<file path="src/rtl/mse_multi_pkg.sv">
// Shared types, width helpers and the per-lane squared-difference function
// for the multi-lane MSE engine.
package mse_multi_pkg;

  typedef enum logic {
    IDLE   = 1'b0,
    ACTIVE = 1'b1
  } state_t;

  // Widest sample lane_sq_diff accepts; callers zero-extend narrower samples.
  localparam int unsigned SAMPLE_MAX_W = 32;

  // Lane-sum tree width: enough headroom that summing all lanes cannot overflow.
  function automatic int unsigned tree_width(input int unsigned acc_w, input int unsigned lanes);
    return acc_w + $clog2(lanes);
  endfunction

  // Width of the log2-divisor field for a given maximum band count.
  function automatic int unsigned band_shift_width(input int unsigned bands_max);
    return $clog2($clog2(bands_max) + 1);
  endfunction

  function automatic int unsigned max_u(input int unsigned a, input int unsigned b);
    return (a > b) ? a : b;
  endfunction

  // |a-b|^2 on unsigned samples.
  function automatic logic [2*SAMPLE_MAX_W-1:0] lane_sq_diff(
    input logic [SAMPLE_MAX_W-1:0] a,
    input logic [SAMPLE_MAX_W-1:0] b
  );
    logic [SAMPLE_MAX_W-1:0] d;
    d = (a >= b) ? (a - b) : (b - a);
    return (2*SAMPLE_MAX_W)'(d) * (2*SAMPLE_MAX_W)'(d);
  endfunction

endpackage

</file>
<file path="src/rtl/mse_lane.sv">
// One MSE lane: abs-diff, square, and saturating accumulate with
// load-on-start. DATA_WIDTH up to 32 bits.
module mse_lane
  import mse_multi_pkg::*;
#(
  parameter int unsigned DATA_WIDTH     = 16,
  parameter int unsigned DATA_WIDTH_ACC = 48
) (
  input  logic                      clk,
  input  logic                      rst_n,
  input  logic                      en,
  input  logic                      load,
  input  logic [DATA_WIDTH-1:0]     a,
  input  logic [DATA_WIDTH-1:0]     b,
  output logic [DATA_WIDTH_ACC-1:0] acc
);

  localparam int unsigned SQ_W  = 2*SAMPLE_MAX_W;
  localparam int unsigned NXT_W = SQ_W + 1;
  localparam logic [DATA_WIDTH_ACC-1:0] ACC_MAX = '1;

  logic [SQ_W-1:0]  sq;
  logic [NXT_W-1:0] nxt;

  // Candidate accumulator value: square alone on a start element, else running sum.
  always_comb begin
    sq  = lane_sq_diff(SAMPLE_MAX_W'(a), SAMPLE_MAX_W'(b));
    nxt = (load ? '0 : NXT_W'(acc)) + NXT_W'(sq);
  end

  // Accumulator register, clamped at all-ones.
  always_ff @(posedge clk or negedge rst_n) begin
    if (!rst_n)
      acc <= '0;
    else if (en)
      acc <= (nxt > NXT_W'(ACC_MAX)) ? ACC_MAX : nxt[DATA_WIDTH_ACC-1:0];
  end

endmodule

</file>
<file path="src/rtl/mse_multi.sv">
// Multi-lane mean-square-error engine: vector FSM, S0 input register,
// S1 lane accumulators, S2 adder tree, S3 shift/saturate, registered outputs.
// Optional build macro MSE_MULTI_ROUND_EN: round-half-up divide instead of truncate.
module mse_multi
  import mse_multi_pkg::*;
#(
  parameter  int unsigned WORD_WIDTH       = 64,
  parameter  int unsigned DATA_WIDTH       = 16,
  parameter  int unsigned DATA_WIDTH_ACC   = 48,
  parameter  int unsigned HSI_BANDS_MAX    = 256,
  parameter  int unsigned HSI_LIBRARY_SIZE = 256,
  localparam int unsigned LANES            = WORD_WIDTH / DATA_WIDTH,
  localparam int unsigned BAND_SHIFT_W     = band_shift_width(HSI_BANDS_MAX),
  localparam int unsigned REF_W            = $clog2(HSI_LIBRARY_SIZE)
) (
  input  logic                    clk,
  input  logic                    rst_n,
  input  logic                    element_valid,
  input  logic                    element_start,
  input  logic                    element_last,
  input  logic [WORD_WIDTH-1:0]   element_a,
  input  logic [WORD_WIDTH-1:0]   element_b,
  input  logic [REF_W-1:0]        vctr_ref,
  input  logic [BAND_SHIFT_W-1:0] band_shift,
  output logic                    mse_valid,
  output logic [WORD_WIDTH-1:0]   mse_value,
  output logic [REF_W-1:0]        mse_ref,
  output logic                    proto_err,
  output logic                    busy
);

  localparam int unsigned TREE_W = tree_width(DATA_WIDTH_ACC, LANES);
  localparam int unsigned EXT_W  = max_u(TREE_W + 1, WORD_WIDTH + 1);

  state_t                  state;
  logic [REF_W-1:0]        cur_ref;
  logic [BAND_SHIFT_W-1:0] cur_shift;
  logic                    accept;

  logic                    s0_v, s0_load, s0_launch;
  logic [WORD_WIDTH-1:0]   s0_a, s0_b;
  logic [REF_W-1:0]        s0_ref;
  logic [BAND_SHIFT_W-1:0] s0_shift;

  logic [DATA_WIDTH_ACC-1:0] lane_acc [LANES];

  logic                    s1_v;
  logic [REF_W-1:0]        s1_ref;
  logic [BAND_SHIFT_W-1:0] s1_shift;

  logic [TREE_W-1:0]       tree_sum;
  logic                    s2_v;
  logic [TREE_W-1:0]       s2_sum;
  logic [REF_W-1:0]        s2_ref;
  logic [BAND_SHIFT_W-1:0] s2_shift;

  logic [EXT_W-1:0]        rnd, quot;
  logic [WORD_WIDTH-1:0]   quot_sat;
  logic                    s3_v;
  logic [WORD_WIDTH-1:0]   s3_value;
  logic [REF_W-1:0]        s3_ref;

  // A start always opens a vector (aborting any open one); other elements need an open vector.
  assign accept = element_valid & (element_start | (state == ACTIVE));

  // Vector FSM, protocol error pulse, and S0 input register.
  // Ref/shift ride with each element so an abort-and-restart needs no extra bookkeeping.
  always_ff @(posedge clk or negedge rst_n) begin
    if (!rst_n) begin
      state     <= IDLE;
      cur_ref   <= '0;
      cur_shift <= '0;
      proto_err <= 1'b0;
      s0_v      <= 1'b0;
      s0_load   <= 1'b0;
      s0_launch <= 1'b0;
      s0_a      <= '0;
      s0_b      <= '0;
      s0_ref    <= '0;
      s0_shift  <= '0;
    end else begin
      proto_err <= element_valid & (element_start == (state == ACTIVE));
      s0_v      <= accept;
      s0_load   <= element_start;
      s0_launch <= accept & element_last;
      if (accept) begin
        s0_a     <= element_a;
        s0_b     <= element_b;
        s0_ref   <= element_start ? vctr_ref : cur_ref;
        s0_shift <= element_start ? band_shift : cur_shift;
      end
      if (element_valid && element_start) begin
        cur_ref   <= vctr_ref;
        cur_shift <= band_shift;
      end
      case (state)
        IDLE:    if (element_valid && element_start && !element_last) state <= ACTIVE;
        ACTIVE:  if (element_valid && element_last) state <= IDLE;
        default: state <= IDLE;
      endcase
    end
  end

  for (genvar g = 0; g < LANES; g++) begin : g_lane
    mse_lane #(
      .DATA_WIDTH     (DATA_WIDTH),
      .DATA_WIDTH_ACC (DATA_WIDTH_ACC)
    ) u_lane (
      .clk   (clk),
      .rst_n (rst_n),
      .en    (s0_v),
      .load  (s0_load),
      .a     (s0_a[g*DATA_WIDTH +: DATA_WIDTH]),
      .b     (s0_b[g*DATA_WIDTH +: DATA_WIDTH]),
      .acc   (lane_acc[g])
    );
  end

  // Result metadata travelling alongside the lane accumulate stage.
  always_ff @(posedge clk or negedge rst_n) begin
    if (!rst_n) begin
      s1_v     <= 1'b0;
      s1_ref   <= '0;
      s1_shift <= '0;
    end else begin
      s1_v <= s0_v & s0_launch;
      if (s0_v && s0_launch) begin
        s1_ref   <= s0_ref;
        s1_shift <= s0_shift;
      end
    end
  end

  // Lane reduction; width covers the worst case so no overflow is possible.
  always_comb begin
    tree_sum = '0;
    for (int unsigned i = 0; i < LANES; i++)
      tree_sum = tree_sum + TREE_W'(lane_acc[i]);
  end

  // S2: registered tree sum, captured before a following start can reload the lanes.
  always_ff @(posedge clk or negedge rst_n) begin
    if (!rst_n) begin
      s2_v     <= 1'b0;
      s2_sum   <= '0;
      s2_ref   <= '0;
      s2_shift <= '0;
    end else begin
      s2_v <= s1_v;
      if (s1_v) begin
        s2_sum   <= tree_sum;
        s2_ref   <= s1_ref;
        s2_shift <= s1_shift;
      end
    end
  end

  // Power-of-two divide, optional half-up rounding, then clamp to the output word.
  always_comb begin
    rnd = '0;
`ifdef MSE_MULTI_ROUND_EN
    rnd = (EXT_W'(1) << s2_shift) >> 1;
`endif
    quot     = (EXT_W'(s2_sum) + rnd) >> s2_shift;
    quot_sat = (|quot[EXT_W-1:WORD_WIDTH]) ? '1 : quot[WORD_WIDTH-1:0];
  end

  // S3 shift/saturate register and the output register behind it.
  always_ff @(posedge clk or negedge rst_n) begin
    if (!rst_n) begin
      s3_v      <= 1'b0;
      s3_value  <= '0;
      s3_ref    <= '0;
      mse_valid <= 1'b0;
      mse_value <= '0;
      mse_ref   <= '0;
    end else begin
      s3_v      <= s2_v;
      mse_valid <= s3_v;
      if (s2_v) begin
        s3_value <= quot_sat;
        s3_ref   <= s2_ref;
      end
      if (s3_v) begin
        mse_value <= s3_value;
        mse_ref   <= s3_ref;
      end
    end
  end

  assign busy = (state == ACTIVE) | s0_v | s1_v | s2_v | s3_v;

endmodule

</file>
<file path="config.mk">
export PLATFORM = sky130hd
export DESIGN_NAME = mse_multi
export DESIGN_NICKNAME = d
export VERILOG_FILES = /design/src/rtl/mse_multi_pkg.sv /design/src/rtl/mse_lane.sv /design/src/rtl/mse_multi.sv
export SDC_FILE = /design/constraint.sdc
export NUM_CORES = 2
export LEC_CHECK = 0
export ABC_AREA = 1
export ABC_CLOCK_PERIOD_IN_PS = 27900
export CAP_MARGIN = 15
export CORE_MARGIN = 10
export CORE_UTILIZATION = 40
export DETAILED_ROUTE_END_ITERATION = 8
export PLACE_DENSITY = 0.63
export SLEW_MARGIN = 5
export SYNTH_ARGS = -nofsm -noshare
export SYNTH_HDL_FRONTEND = slang
export SYNTH_SLANG_ARGS = --single-unit
</file>
<file path="constraint.sdc">
create_clock -name clk -period 27.9 [get_ports clk]
set_input_delay 5.58 -clock clk [delete_from_list [all_inputs] [get_ports clk]]
set_output_delay 5.58 -clock clk [all_outputs]
set_load 0.01 [all_outputs]
</file>
==> impl_metrics.toml <==
[route]
drtIter0Drc = 7623
dr_total_vias = 92100
drcViolationCount = 0
ant_nets = 0
via_per_inst = 4.95
wl_per_cell_um = 20.3
drt-total-wl_um = 378000
first_pass_iters = 6

[sta]
rsz0062_at_grt = "no"
skew_ns = 0.0646
period_needed_ns = 12.43
setup_violations = 0
hold_viol_final = 0
finalCritPeriodShare = 0.446
tightest_slew_ns = 1.25
finalHoldWorstSlack_ns = 0.468
drv_slew = 0
fmax_mhz = 80.4
setup_tns_ns = 0
relSlewSlack = 0.165

[clock_tree]
postCtsHoldBufs = 0
cts_resized = 0
cts_tree = "yes"
ctsHtreeMaxLevel = 3
numCtsBuffers = 71
clkTransAtPathRegs_ns = 0.06
cts-root-buf = "clkbuf_16"
clkLatencyLatePin_ns = 0.75
clock-sinks = 543
clockBufferDepth = 3
post_cts_buffers = 0

[die]
fp.dieW_um = 562
fp.coreArea_um2 = 293000
start_util = 0.401
io_pins = 220
fp.dieH_um = 562
dieArea_um2 = 316000
fp-row-count = 199

[grt]
overflow = 0
gr-usage-all-layers = 0.238
grt_pass1_wl_um = 585000
grt_max_degree = 178
grt_pass1_vias = 95700
antenna_found_initial = 19

[worst_setup_path]
critical_path.most_common_cell = "nand2_1"
worstPathRequired_ns = 28.51
slowest_delay_ns = 0.75
worstSetupEndpointType = "flip-flop"
crit_fanout = 35
cp.arrival_ns = 13.04
start_kind = "flip-flop"
critPathSlowestCell = "inv_1"
critical_path_class = "flip-flop to flip-flop"

[synth]
async_flop_share = 1.00
syn-cell-area_um2 = 118000
seq_area_frac_synth = 0.115
avgSynthCellArea_um2 = 8.10
ys_types = 61
syn_inst = 14500
yosys_warnings = 0
synth-edff-count = 0
ys_ff_latch = 543
synth_ff_type = "dfrtp_1"

[placed_design]
numPortBuffers = 205
hpwl_um = 329000
gp_congestion = 0.983

[cells_and_area]
multiInputGateArea_um2 = 87400
regArea_um2 = 13600
nets = 18000
drive_above_1_share = 0.0356
fillerInstances = 29900
area_growth_pct = 7.53

[worst_hold_path]
worstHoldPathType = "flip-flop to flip-flop"

[outcome]
status = "finished, final reports clean"

[flow_run]
drv_cap = 0
==> cell usage after synthesis, types with 29 or more instances <==
cell	number	area, µm²
inv_1	4051	15200
nand2_1	2428	9110
fa_1	2216	44400
nor2_1	1338	5020
ha_1	1009	12600
dfrtp_1	543	13600
a21oi_1	537	2690
o21ai_0	536	2680
nand3_1	446	2230
xor2_1	228	2000
xnor2_1	152	1330
clkbuf_1	145	544
or2_2	98	613
buf_2	79	395
o21bai_1	75	563
nor3_1	56	280
nand4_1	53	332
a21o_1	50	375
a31oi_1	49	307
mux2_2	49	552
buf_4	42	315
buf_1	29	109
o211ai_1	29	218
==> final timing paths <==
check                          start                       end  slack, ns  depth (start not counted)
hold / removal             s2_ref[0]                 s2_ref[0]       0.47                          2
setup reg to reg            s0_b[43]  g_lane[2].u_lane.acc[15]      15.47                         43
setup / recovery            s0_b[43]  g_lane[2].u_lane.acc[15]      15.47                         43
min in group asynchronous      rst_n                  s0_a[27]       4.78                          1
max in group asynchronous      rst_n                   s0_load      19.51                          5
hold reg to reg            s2_ref[0]                 s2_ref[0]       0.47                          2
==> area by class of cell <==
| type | instances | share of cell area |
|---|---|---|
| Multi-Input combinational cell | 9616 | 0.690 |
| Inverter | 4081 | 0.121 |
| Sequential cell | 543 | 0.107 |
| Tap cell | 3919 | 0.0387 |
| Timing Repair Buffer | 302 | 0.0223 |
| Clock buffer | 93 | 0.0155 |
| Clock inverter | 36 | 0.00457 |
| Antenna cell | 3 | 0.0000593 |
==> registers in the layout (all words and copies together) (netlist names), 4 cells and up <==
name / count
s0_b: 64
s0_shift: 4
s2_shift: 4
cur_shift: 4
cur_ref: 8
s3_value: 50
g_lane.u_lane.acc: 192
s2_sum: 50
s1_ref: 8
mse_ref: 8
s0_ref: 8
mse_value: 50
s0_a: 64
s2_ref: 8
s1_shift: 4
s3_ref: 8
==> worst max-delay path: cells and delay by family, from the launching register on <==
family                     cells  cell delay (ns)
and+or+nand+nor               20             3.80
adders and majority gates     10             5.09
AOI/OAI and AO/OA              2             0.73
buffers and inverters         11             2.23
DFF                            1             0.36
==> per-layer routing <==
| metal | part of all wire | track usage | wire, µm |
|---|---|---|---|
| met1 | 0.46 | 0.351 | 175000 |
| met2 | 0.44 | 0.367 | 164000 |
| met3 | 0.075 | 0.0423 | 28200 |
| met4 | 0.028 | 0.0533 | 10400 |
| met5 | 0.00015 | 0 | 57 |
==> metrics by stage <==
| step | setup slack [ns] | util | instances | instance area [µm²] |
|---|---|---|---|---|
| final | 15.47 | 0.432 | 18600 | 127000 |
| after floorplan | 18.27 | - | 14600 | 118000 |
| after CTS | 15.54 | 0.431 | 18600 | 127000 |
| after global placement | 15.56 | 0.423 | 18500 | 124000 |
| after detailed placement | 15.61 | 0.423 | 18500 | 124000 |
| after global routing | 14.75 | 0.431 | 18600 | 127000 |
==> cell usage in the layout (no fill, tap or decap), types with 98 or more instances in the layout <==
cell type / instances
nand3_1: 446
fa_1: 2216
dfrtp_1: 539
nor2_1: 1334
xor2_1: 228
xnor2_1: 152
inv_1: 4049
nand2_1: 2428
o21ai_0: 536
ha_1: 1009
a21oi_1: 537
clkdlybuf4s50_1: 204
or2_2: 98
==> cells by family (layout without fill, tap and decap cells) <==
kind of cell               Yosys count  count (layout)  synth area share
xor gates and xnor gates           388             388            0.0294
adders and majority gates         3225            3225             0.484
other                                2              33         0.0000638
muxes                               62              62           0.00579
and+or+nand+nor                   4549            4549             0.158
AOI/OAI and AO/OA                 1362            1362            0.0636
DFF                                543             543             0.115
buffers and inverters             4393            4512             0.143
Power is not shown: default switching activity piles up to over one toggle a cycle in this logic, so the estimate is an artifact.
